**config.mk**
```make
export PLATFORM = sky130hd
export DESIGN_NAME = bcd_multi_digit_counter
export DESIGN_NICKNAME = d
export VERILOG_FILES = /design/src/rtl/bcd_counter_pkg.sv /design/src/rtl/bcd_digit_counter.sv /design/src/rtl/bcd_multi_digit_counter.sv
export SDC_FILE = /design/constraint.sdc
export NUM_CORES = 1
export LEC_CHECK = 0
export BUFFER_PORTS_ARGS = -buffer_cell sky130_fd_sc_hd__clkbuf_2
export CAP_MARGIN = 20
export CORE_MARGIN = 3
export CORE_UTILIZATION = 59
export CTS_BUF_LIST = sky130_fd_sc_hd__clkbuf_8
export DETAILED_ROUTE_END_ITERATION = 10
export PLACE_DENSITY = 0.83
export SLEW_MARGIN = 25
export SYNTH_ARGS = -nofsm -noshare
export SYNTH_HDL_FRONTEND = slang
export SYNTH_HIERARCHICAL = 1
export SYNTH_SLANG_ARGS = --single-unit
```
**constraint.sdc**
```tcl
create_clock -name clk -period 2.4 [get_ports clk]
set_input_delay 0.12 -clock clk [delete_from_list [all_inputs] [get_ports clk]]
set_output_delay 0.12 -clock clk [all_outputs]
set_load 0.01 [all_outputs]
```
**src/rtl/bcd_counter_pkg.sv**
```systemverilog
// Shared BCD digit type, digit limit and the digit sanitiser used by the
// multi-digit counter and its per-digit cells.
package bcd_counter_pkg;

  typedef logic [3:0] bcd_digit_t;

  localparam bcd_digit_t BCD_MAX = 4'd9;

  // Any non-decimal nibble (A-F) saturates to 9.
  function automatic bcd_digit_t sanitise_digit(input bcd_digit_t d);
    return (d > BCD_MAX) ? BCD_MAX : d;
  endfunction

endpackage

```
**src/rtl/bcd_digit_counter.sv**
```systemverilog
// One packed-BCD digit: reset/load/wrap-load/step with up/down roll-over.
// Digit values arriving on reset_digit, load_digit and wrap_digit are already sanitised.
module bcd_digit_counter
  import bcd_counter_pkg::*;
(
  input  logic       clk,
  input  logic       reset,
  input  bcd_digit_t reset_digit,
  input  logic       load,
  input  bcd_digit_t load_digit,
  input  logic       step_in,
  input  logic       count_up,
  input  logic       wrap_load,
  input  bcd_digit_t wrap_digit,
  output bcd_digit_t digit,
  output logic       at_zero,
  output logic       at_nine
);

  bcd_digit_t digit_q;
  bcd_digit_t digit_d;

  assign at_zero = (digit_q == 4'd0);
  assign at_nine = (digit_q == BCD_MAX);
  assign digit   = digit_q;

  always_comb begin
    digit_d = digit_q;
    if (load) begin
      digit_d = load_digit;
    end else if (wrap_load) begin
      digit_d = wrap_digit;
    end else if (step_in) begin
      if (count_up) begin
        digit_d = at_nine ? 4'd0 : digit_q + 4'd1;
      end else begin
        digit_d = at_zero ? BCD_MAX : digit_q - 4'd1;
      end
    end
  end

  always_ff @(posedge clk) begin
    if (reset) begin
      digit_q <= reset_digit;
    end else begin
      digit_q <= digit_d;
    end
  end

endmodule

```
**src/rtl/bcd_multi_digit_counter.sv**
```systemverilog
// Multi-digit packed-BCD up/down counter with ripple borrow/carry, optional
// auto-reload at terminal, a one-cycle terminal pulse and a sticky done flag.
module bcd_multi_digit_counter
  import bcd_counter_pkg::*;
#(
  parameter int                        NUM_DIGITS  = 3,
  parameter int                        NUM_EN      = 3,
  parameter logic [4*NUM_DIGITS-1:0]   RESET_VALUE = 'h300,
  parameter bit                        AUTO_RELOAD = 1'b0
) (
  input  logic                      clk,
  input  logic                      reset,
  input  logic                      load,
  input  logic [4*NUM_DIGITS-1:0]   load_value,
  input  logic [NUM_EN-1:0]         enable,
  input  logic                      count_up,
  output logic [4*NUM_DIGITS-1:0]   count,
  output logic                      tc,
  output logic                      tc_pulse,
  output logic                      done
);

  logic [4*NUM_DIGITS-1:0] reload_q;
  logic [4*NUM_DIGITS-1:0] reload_d;
  logic [4*NUM_DIGITS-1:0] load_san;
  logic [4*NUM_DIGITS-1:0] reset_san;
  logic                    tc_pulse_q;
  logic                    tc_pulse_d;
  logic                    done_q;
  logic                    done_d;

  bcd_digit_t              digit_w [NUM_DIGITS];
  logic [NUM_DIGITS-1:0]   at_zero;
  logic [NUM_DIGITS-1:0]   at_nine;
  logic [NUM_DIGITS-1:0]   step_in;

  logic step;
  logic at_term;
  logic wrap_load;
  logic upper_zero;
  logic upper_nine;
  logic hit_term;

  assign step      = (&enable) && !load && !reset;
  assign at_term   = count_up ? (&at_nine) : (&at_zero);
  assign wrap_load = step && at_term && AUTO_RELOAD;
  assign tc        = at_term;

  // Ripple chain: a terminal count never steps; it either holds or wrap-loads.
  assign step_in[0] = step && !at_term;

  genvar gi;
  generate
    for (gi = 1; gi < NUM_DIGITS; gi++) begin : g_chain
      assign step_in[gi] = step_in[gi-1] && (count_up ? at_nine[gi-1] : at_zero[gi-1]);
    end

    for (gi = 0; gi < NUM_DIGITS; gi++) begin : g_digit
      assign load_san[4*gi +: 4]  = sanitise_digit(load_value[4*gi +: 4]);
      assign reset_san[4*gi +: 4] = sanitise_digit(RESET_VALUE[4*gi +: 4]);
      assign count[4*gi +: 4]     = digit_w[gi];

      bcd_digit_counter u_digit (
        .clk         (clk),
        .reset       (reset),
        .reset_digit (reset_san[4*gi +: 4]),
        .load        (load),
        .load_digit  (load_san[4*gi +: 4]),
        .step_in     (step_in[gi]),
        .count_up    (count_up),
        .wrap_load   (wrap_load),
        .wrap_digit  (count_up ? 4'd0 : reload_q[4*gi +: 4]),
        .digit       (digit_w[gi]),
        .at_zero     (at_zero[gi]),
        .at_nine     (at_nine[gi])
      );
    end
  endgenerate

  always_comb begin
    upper_zero = 1'b1;
    upper_nine = 1'b1;
    for (int i = 1; i < NUM_DIGITS; i++) begin
      upper_zero = upper_zero & at_zero[i];
      upper_nine = upper_nine & at_nine[i];
    end
  end

  // Next count lands on terminal: one below it in the current direction.
  assign hit_term = step && !at_term &&
                    (count_up ? (upper_nine && digit_w[0] == 4'd8)
                              : (upper_zero && digit_w[0] == 4'd1));

  always_comb begin
    reload_d   = load ? load_san : reload_q;
    tc_pulse_d = hit_term;
    done_d     = load ? 1'b0 : (done_q | hit_term);
  end

  always_ff @(posedge clk) begin
    if (reset) begin
      reload_q   <= reset_san;
      tc_pulse_q <= 1'b0;
      done_q     <= 1'b0;
    end else begin
      reload_q   <= reload_d;
      tc_pulse_q <= tc_pulse_d;
      done_q     <= done_d;
    end
  end

  assign tc_pulse = tc_pulse_q;
  assign done     = done_q;

endmodule

```
==> results of run 1 <==
## critical path: cells and delay by family (launching register included)
| family | cells | cell delay [ns] |
|---|---|---|
| and+or+nand+nor | 3 | 1.11 |
| DFF | 1 | 0.41 |
| AOI/OAI and AO/OA | 2 | 0.40 |
## routing by layer
layer,wire (um),vias to the layer above
met4,58,0
met5,0,-
met3,211,8
li1,-,959
met1,1990,846
met2,2170,45
## final cells by class
cell class	instances	area share, %
Multi-Input combinational cell	218	56.8
Sequential cell	26	26.3
Timing Repair Buffer	48	11.4
Clock buffer	4	2.26
Tap cell	44	2.26
Inverter	7	1.08
## worst max path at each step
stage,startpoint,endpoint,slack [ns],cells after the start
2_1_floorplan,g_digit[0].u_digit/digit[2]$_DFFE_PP_,g_digit[1].u_digit/digit[0]$_DFFE_PP_,0.19,6
3_3_place_gp,g_digit[1].u_digit/digit[3]$_DFFE_PP_,g_digit[1].u_digit/digit[1]$_DFFE_PP_,0.25,5
3_5_place_dp,g_digit[0].u_digit/digit[3]$_DFFE_PP_,g_digit[2].u_digit/digit[3]$_DFFE_PP_,0.16,5
4_1_cts,g_digit[0].u_digit/digit[3]$_DFFE_PP_,g_digit[2].u_digit/digit[3]$_DFFE_PP_,0.16,5
5_1_grt,g_digit[1].u_digit/digit[3]$_DFFE_PP_,g_digit[2].u_digit/digit[3]$_DFFE_PP_,0.1,5
6_report,g_digit[1].u_digit/digit[3]$_DFFE_PP_,g_digit[2].u_digit/digit[3]$_DFFE_PP_,0.20,5
## stage by stage
step	instances	total power (W)	cell area, um2
2_1_floorplan	270	0.000789	2200
3_3_place_gp	343	0.000869	2380
3_5_place_dp	343	0.000879	2380
4_1_cts	347	0.00116	2430
5_1_grt	347	0.00122	2440
6_report	347	0.00116	2440
## power by group through the flow
stage               Clock [W]  Sequential (W)  Combinational [W]
finish               0.000280        0.000522           0.000353
global route         0.000302        0.000527           0.000393
CTS                  0.000291        0.000521           0.000349
detailed placement          0        0.000531           0.000348
global placement            0        0.000529           0.000341
floorplan                   0        0.000551           0.000237
## flip-flops by register name, indices dropped and copies added, names as in the netlist
signal                 count
g_digit.u_digit/digit     12
reload_q                  12
done                       1
tc_pulse                   1
## timing repair
action	CTS	global route
endpoints found under the hold margin	0	0
setup endpoints to repair	0	4
gates resized for setup	0	1
## cell usage in the layout (no fill, tap or decap), types with 4 or more instances in the layout
cell type,Yosys,layout
and2b_1,4,4
nand3b_1,4,4
clkbuf_2,0,33
nor2b_1,16,16
nor2_1,21,21
buf_4,3,15
nand2_1,18,18
nor4_1,6,6
inv_1,7,7
edfxtp_1,12,12
dfxtp_1,14,14
nor4b_2,4,4
mux2i_1,11,11
o21ai_0,19,19
and3_1,4,4
xor2_1,6,6
clkbuf_8,0,4
conb_1,2,36
a21oi_1,14,14
## cell families (layout without fill, tap and decap cells)
logic type / Yosys count / in the layout
AND/OR/NAND/NOR: 104 / 104
AO/OA/AOI/OAI: 58 / 58
flip-flops: 26 / 26
buffers and inverters: 26 / 59
multiplexers: 11 / 11
XOR/XNOR: 9 / 9
other: 2 / 36
==> flow_summary.json, run 1 <==
{
  "status": "finished clean",
  "antenna_found_initial": 0,
  "rows": 20,
  "synth-compound-area-share_pct": 18.6,
  "net-switching-power_w": 0.000350,
  "synth-adder-area-share_pct": 0,
  "pwr-share-seq_pct": 45.2,
  "grt_pass1_vias": 1701,
  "ir_worst_vdd_mv": 0.457,
  "final_max_slew_viol_count": 0,
  "fin_nets": 323,
  "yosys.area_share.simple_pct": 32.3,
  "setup_tns_ns": 0,
  "clockPowerShare_pct": 24.3,
  "use_met3_pct": 3.93,
  "ys_top_cells_by_area": "edfxtp_1, dfxtp_1, mux2i_1, buf_6, nor2b_1",
  "fin_hold_ws_ns": 0.111,
  "r2r_start": "g_digit[1].u_digit/digit[3]$_DFFE_PP_",
  "n_fill_cell": 264,
  "core_area_um2": 3200,
  "top_usage_layer": "met2",
  "globalRouteOverflowTotal": 0,
  "die_height_um": 65.2,
  "fin_worst_skew_ns": 0.00429,
  "setup-violations-final": 0,
  "synthDistinctLibCells": 43,
  "setup.worst_path.class": "flop to flop",
  "clk_pin_slew_ns": 0.09,
  "hold_viol": 0,
  "globalRouteMet2Util_pct": 39.1,
  "maxCapViolations": 0,
  "drc_errors": 0,
  "p_int_w": 0.000805,
  "r2r_cells": 5,
  "synthFlopType": "dfxtp_1",
  "start_util_pct": 64.6,
  "multi_input_area_um2": 1390,
  "regArea_um2": 641,
  "vias": 1858,
  "root_buffer": "clkbuf_8",
  "hp-class": "primary input to flop",
  "synthesis.area_um2": 2070,
  "leakage_nw": 1.09,
  "synth-seq-area-share_pct": 30.9,
  "rrSetupSlack_ns": 0.20,
  "yosysTopAreaCell": "edfxtp_1",
  "synth.top_cell.area_share_pct": 17.4,
  "track_usage_pct": 21.7,
  "dp_hpwl_mm": 3.28,
  "arrival_ns": 2.20,
  "synthXorXnorAreaFrac_pct": 3.81,
  "slowest_stage": "or4_1",
  "path_cells": "nor4_1, nand2_1, o2111ai_2, a21oi_1, or4_1",
  "firstDrtPassIters": 4,
  "cts_hold_buf": 0,
  "swShare_pct": 30.3,
  "cp_max_fo": 4,
  "layout_worst_path_cycle_share_pct": 91.7,
  "vias_per_cell": 5.35,
  "dp_slack_ns": 0.163,
  "synthTopCellsByCount": "nor2_1, o21ai_0, nand2_1, nor2b_1",
  "cts_num_sinks": 26,
  "finish.utilization_pct": 76.2,
  "drt_iter0_markers": 87,
  "synthToLayoutAreaGrowth_pct": 17.8,
  "ys_seq_elements": 26,
  "htree_levels": 1,
  "clock_path_buffers": 2,
  "hold_depth": 3,
  "grt_pass1_wl_mm": 7.41,
  "power_frac_comb_pct": 30.5,
  "io_pins": 34,
  "die-area_um2": 4260,
  "start_kind": "flop",
  "ant_nets": 0,
  "antenna_cells": 0,
  "die_w_um": 65.2,
  "cts_buffers": 3,
  "synth.area.mux_share_pct": 5.32,
  "clk_latency_ns": 0.27,
  "synth_top_family_by_area": "simple AND/OR/NAND/NOR gates",
  "port-buffer-count": 33,
  "route.detailed.wl_per_inst_um": 12.8,
  "cts_tree": "done",
  "globalplace.congestion": 0.794,
  "min_from": "load_value[4]",
  "rsz0062_at_grt": "no",
  "synth_cells": 236,
  "drive_above_1_share_pct": 23.1,
  "synth_area_per_cell_um2": 8.77,
  "max_stage_delay_ns": 0.52,
  "async_flop_share_pct": 0,
  "end_kind": "flop",
  "grt_max_degree": 43,
  "synth_most_common_cell": "nor2_1",
  "synth_edf_count": 12,
  "use_met1_pct": 26.2,
  "reg2reg_to": "g_digit[2].u_digit/digit[3]$_DFFE_PP_",
  "yosys_warnings": 6,
  "p_per_area_nw_per_um2": 473,
  "fin_crit_ns": 2.20,
  "hold_end": "reload_q[4]$_SDFFE_PP0P_",
  "max_freq_mhz": 454,
  "wirelength_mm": 4.44,
  "setup_ws_ns": 0.198,
  "cp.required_ns": 2.39,
  "cts_setup_buffers": 0
}
(Power assumes the default switching activity.)
==> run 2: changes to the inputs <==
CORE_UTILIZATION = 50   (was 59)
PLACE_DENSITY = 0.72   (was 0.83)
==> run 2 against run 1 <==
  * Non-clock buffer count rose by 1
  * Cell area rose by 1.2%
  * Sequential cell count did not move
  * Critical endpoint is now g_digit[1].u_digit/digit[0]$_DFFE_PP_
  * Combinational power barely moved
  * Highest routed layer unchanged
  * Clock skew rose by 0.0011 ns
  * Total power rose by 7.1%
  * Via count fell by 0.59%
  * Die area rose by 16%
==> flow_summary.json, run 2 (synthesized netlist as in run 1, its figures left out) <==
{
  "mostFrequentLayoutCells": "conb_1, clkbuf_2, nor2_1",
  "cts_buffers": 3,
  "grt_pass1_wl_mm": 7.56,
  "die-area_um2": 4950,
  "hold_viol": 0,
  "fin_hold_ws_ns": 0.105,
  "regArea_um2": 641,
  "swShare_pct": 28.7,
  "max_stage_delay_ns": 0.51,
  "slowest_stage": "or4_1",
  "clk_latency_ns": 0.27,
  "rsz0062_at_grt": "no",
  "vias": 1847,
  "setup_tns_ns": 0,
  "fin_worst_skew_ns": 0.00534,
  "p_per_area_nw_per_um2": 501,
  "drt_iter0_markers": 70,
  "drive_above_1_share_pct": 23.4,
  "synthToLayoutAreaGrowth_pct": 19.2,
  "die_height_um": 70.4,
  "final_common_cell": "conb_1",
  "min_from": "load_value[4]",
  "maxCapViolations": 0,
  "io_pins": 34,
  "final_max_slew_viol_count": 0,
  "reg2reg_to": "g_digit[1].u_digit/digit[0]$_DFFE_PP_",
  "globalRouteOverflowTotal": 0,
  "htree_levels": 1,
  "antenna_cells": 0,
  "arrival_ns": 2.18,
  "core_area_um2": 3830,
  "max_freq_mhz": 458,
  "hp-class": "primary input to flop",
  "cts_num_sinks": 26,
  "r2r_start": "g_digit[1].u_digit/digit[3]$_DFFE_PP_",
  "cp_max_fo": 4,
  "n_fill_cell": 341,
  "drc_errors": 0,
  "track_usage_pct": 18.4,
  "vias_per_cell": 5.25,
  "cts.repair.resized": 0,
  "clk_pin_slew_ns": 0.09,
  "die_w_um": 70.4,
  "cts_hold_buf": 0,
  "start_kind": "flop",
  "clockPowerShare_pct": 29.3,
  "clock_path_buffers": 2,
  "ir_worst_vdd_mv": 0.238,
  "rows": 22,
  "ant_nets": 0,
  "route.detailed.wl_per_inst_um": 12.8,
  "p_int_w": 0.000882,
  "globalplace.congestion": 0.813,
  "fin_crit_ns": 2.18,
  "power_frac_comb_pct": 28.7,
  "hold_end": "reload_q[4]$_SDFFE_PP0P_",
  "setup-violations-final": 0,
  "firstDrtPassIters": 5,
  "status": "finished clean",
  "multi_input_area_um2": 1390,
  "wirelength_mm": 4.51,
  "root_buffer": "clkbuf_8",
  "pwr-share-seq_pct": 42.1,
  "r2r_cells": 5,
  "cts_tree": "done",
  "start_util_pct": 54.1,
  "setup.worst_path.class": "flop to flop",
  "path_cells": "nor4_1, nand2_1, o2111ai_2, a21oi_1, or4_1",
  "rrSetupSlack_ns": 0.22,
  "antenna_found_initial": 0,
  "end_kind": "flop",
  "hold_depth": 3,
  "cts_setup_buffers": 0,
  "grt_pass1_vias": 1674,
  "cp.required_ns": 2.39,
  "port-buffer-count": 33,
  "layout_worst_path_cycle_share_pct": 90.9,
  "net-switching-power_w": 0.000356,
  "fin_nets": 324,
  "leakage_nw": 1.11,
  "grt_max_degree": 43,
  "dp_hpwl_mm": 3.40
}
## run 2: cell types whose count changed in the layout (fill, tap and decap cells not counted), sizes merged
cell / change
buf: +1
bufinv: +1
clkbuf: -1
## run 2: how the worst max path moves through the flow
stage | start | to | slack [ns]
5_1_grt | g_digit[1].u_digit/digit[3]$_DFFE_PP_ | g_digit[2].u_digit/digit[3]$_DFFE_PP_ | 0.04
3_3_place_gp | g_digit[1].u_digit/digit[3]$_DFFE_PP_ | g_digit[1].u_digit/digit[1]$_DFFE_PP_ | 0.26
3_5_place_dp | g_digit[1].u_digit/digit[2]$_DFFE_PP_ | g_digit[0].u_digit/digit[1]$_DFFE_PP_ | 0.17
4_1_cts | g_digit[1].u_digit/digit[2]$_DFFE_PP_ | g_digit[1].u_digit/digit[3]$_DFFE_PP_ | 0.15
6_report | g_digit[1].u_digit/digit[3]$_DFFE_PP_ | g_digit[1].u_digit/digit[0]$_DFFE_PP_ | 0.22
2_1_floorplan | g_digit[0].u_digit/digit[2]$_DFFE_PP_ | g_digit[1].u_digit/digit[0]$_DFFE_PP_ | 0.19
## run 2: power groups by stage
stage	combinational [W]	clock (W)	sequential [W]
finish	0.000355	0.000362	0.000520
global route	0.000393	0.000392	0.000525
CTS	0.000353	0.000375	0.000521
detailed placement	0.000351	0	0.000531
global placement	0.000345	0	0.000529
floorplan	0.000237	0	0.000551
## run 2: metrics by stage
step           instances  total power [W]  worst slack (ns)  instance area [um2]  util (%)
6_report             352          0.00124             0.219                 2470      64.5
5_1_grt              352          0.00131            0.0444                 2470      64.5
4_1_cts              352          0.00125             0.151                 2460      64.4
3_5_place_dp         348         0.000882             0.166                 2390      62.5
3_3_place_gp         348         0.000874             0.257                 2390      62.5
2_1_floorplan        270         0.000789             0.194                 2200         -
## run 2: area by class of cell
| cell class | instances | area share, % |
|---|---|---|
| Clock inverter | 1 | 1.22 |
| Tap cell | 48 | 2.43 |
| Sequential cell | 26 | 26.0 |
| Clock buffer | 3 | 1.67 |
| Multi-Input combinational cell | 218 | 56.1 |
| Inverter | 7 | 1.06 |
| Timing Repair Buffer | 49 | 11.6 |
## run 2: worst max-delay path: cells and delay by family (launching register included)
family | cells | cell delay, ns
and+or+nand+nor | 3 | 1.11
AOI/OAI and AO/OA | 2 | 0.40
DFF | 1 | 0.39
## run 2: per-layer routing
metal / part of all wire, % / global-route usage (%) / up-vias / wire (um)
li1: - / - / 959 / -
met1: 45 / 23.2 / 849 / 2030
met2: 50 / 32.5 / 33 / 2270
met3: 3.3 / 3.02 / 6 / 150
met4: 1.2 / 4.04 / 0 / 55
met5: 0 / 0 / - / 0
==> run 3: changes to the inputs <==
CTS_BUF_LIST = sky130_fd_sc_hd__clkbuf_4   (was sky130_fd_sc_hd__clkbuf_8)
==> run 3 against run 2 <==
  * Worst setup slack got worse by 0.0026 ns
  * First-iteration DRC count shrank 30%
  * Core utilization shrank 0.49 points
  * Critical endpoint unchanged
==> flow_summary.json, run 3 (synthesized netlist as in run 1, its figures left out) <==
{
  "die_w_um": 70.4,
  "layout_worst_path_cycle_share_pct": 91.0,
  "min_from": "load_value[4]",
  "status": "finished clean",
  "net-switching-power_w": 0.000352,
  "finish.utilization_pct": 64.0,
  "path_delay_family": "simple AND/OR/NAND/NOR gates",
  "port-buffer-count": 33,
  "io_pins": 34,
  "rsz0062_at_grt": "no",
  "power_frac_comb_pct": 30.0,
  "rows": 22,
  "antenna_cells": 0,
  "slowest_stage": "or4_1",
  "max_stage_delay_ns": 0.51,
  "clk_latency_ns": 0.32,
  "crit_buf_inv": 0,
  "grt_pass1_wl_mm": 7.56,
  "wirelength_mm": 4.51,
  "globalRouteOverflowTotal": 0,
  "die-area_um2": 4950,
  "track_usage_pct": 18.5,
  "pwr-share-seq_pct": 44.1,
  "hold_end": "reload_q[4]$_SDFFE_PP0P_",
  "clockPowerShare_pct": 25.8,
  "final_max_slew_viol_count": 0,
  "end_kind": "flop",
  "root_buffer": "clkbuf_4",
  "start_util_pct": 54.1,
  "hold_depth": 3,
  "dp_hpwl_mm": 3.40,
  "cp_max_fo": 4,
  "swShare_pct": 29.8,
  "drive_above_1_share_pct": 23.4,
  "htree_levels": 1,
  "ir_worst_vdd_mv": 0.216,
  "r2r_cells": 5,
  "cts_tree": "done",
  "start_kind": "flop",
  "route.detailed.wl_per_inst_um": 12.8,
  "maxCapViolations": 0,
  "cts_setup_buffers": 0,
  "mostFrequentLayoutCells": "conb_1, clkbuf_2, nor2_1",
  "final_common_cell": "conb_1",
  "rrSetupSlack_ns": 0.22,
  "r2r_start": "g_digit[1].u_digit/digit[3]$_DFFE_PP_",
  "grt_max_degree": 43,
  "grt_pass1_vias": 1670,
  "p_per_area_nw_per_um2": 482,
  "globalplace.congestion": 0.813,
  "vias_per_cell": 5.34,
  "firstDrtPassIters": 4,
  "hold_viol": 0,
  "cp.required_ns": 2.46,
  "fin_crit_ns": 2.18,
  "clk_pin_slew_ns": 0.15,
  "cts_buffers": 3,
  "antenna_found_initial": 0,
  "max_freq_mhz": 458,
  "hp-class": "primary input to flop",
  "arrival_ns": 2.25,
  "path_cells": "nor4_1, nand2_1, o2111ai_2, a21oi_1, or4_1",
  "synthToLayoutAreaGrowth_pct": 18.3,
  "core_area_um2": 3830,
  "ant_nets": 0,
  "drt_iter0_markers": 49,
  "drc_errors": 0,
  "leakage_nw": 1.10,
  "setup-violations-final": 0,
  "cts_num_sinks": 26,
  "fin_nets": 324,
  "clock_path_buffers": 2,
  "vias": 1880,
  "fin_worst_skew_ns": 0.00236,
  "setup_tns_ns": 0,
  "die_height_um": 70.4,
  "setup.worst_path.class": "flop to flop",
  "reg2reg_to": "g_digit[1].u_digit/digit[0]$_DFFE_PP_",
  "p_int_w": 0.000828
}
==> run 3: power groups by stage <==
stage | combinational (W) | sequential (W) | clock (W)
finish | 0.000354 | 0.000521 | 0.000305
detailed placement | 0.000351 | 0.000531 | 0
global placement | 0.000345 | 0.000529 | 0
floorplan | 0.000237 | 0.000551 | 0
CTS | 0.000353 | 0.000521 | 0.000319
global route | 0.000393 | 0.000525 | 0.000334
==> run 3: per-stage QoR <==
| step | hold slack (ns) | power (W) | area (um2) | cells | setup slack (ns) |
|---|---|---|---|---|---|
| CTS | 0.0210 | 0.00119 | 2440 | 352 | 0.144 |
| global placement | 0.386 | 0.000874 | 2390 | 348 | 0.257 |
| finish | 0.0379 | 0.00118 | 2450 | 352 | 0.216 |
| floorplan | 0.214 | 0.000789 | 2200 | 270 | 0.194 |
| global route | 0.0231 | 0.00125 | 2450 | 352 | 0.0395 |
| detailed placement | 0.392 | 0.000882 | 2390 | 348 | 0.166 |
==> run 3: metal layers <==
layer / share of wire, % / global-route usage [%]
met5: 0 / 0
met4: 1.5 / 5.32
met3: 3.6 / 2.59
met2: 51 / 32.3
met1: 44 / 23.4
==> run 3: worst min-delay path, delay by kind of cell <==
family | cells | cell delay [ns]
buf+inv | 2 | 0.14
compound gates | 1 | 0.08
==> run 3: layout make-up <==
class / instances / area (um2)
clock buffers: 3 / 22.5
clock inverters: 1 / 30.0
fillers: 346 / 1380
inverters: 7 / 26.3
multi-input cells: 218 / 1390
flip-flops and latches: 26 / 641
well taps: 48 / 60.1
repair buffers: 49 / 285
==> run 3: how the worst max path moves through the flow <==
stage / end / from / slack (ns) / cells after the start
after floorplan: g_digit[1].u_digit/digit[0]$_DFFE_PP_ / g_digit[0].u_digit/digit[2]$_DFFE_PP_ / 0.19 / 6
after global placement: g_digit[1].u_digit/digit[1]$_DFFE_PP_ / g_digit[1].u_digit/digit[3]$_DFFE_PP_ / 0.26 / 5
after detailed placement: g_digit[0].u_digit/digit[1]$_DFFE_PP_ / g_digit[1].u_digit/digit[2]$_DFFE_PP_ / 0.17 / 5
after CTS: g_digit[1].u_digit/digit[0]$_DFFE_PP_ / g_digit[1].u_digit/digit[2]$_DFFE_PP_ / 0.14 / 5
after global routing: g_digit[2].u_digit/digit[2]$_DFFE_PP_ / g_digit[1].u_digit/digit[3]$_DFFE_PP_ / 0.04 / 5
final: g_digit[1].u_digit/digit[0]$_DFFE_PP_ / g_digit[1].u_digit/digit[3]$_DFFE_PP_ / 0.22 / 5
==> run 3: what timing repair did <==
action                     CTS  global route
gates resized for setup      0             1
hold buffers                 0             0
setup endpoints to repair    0             6
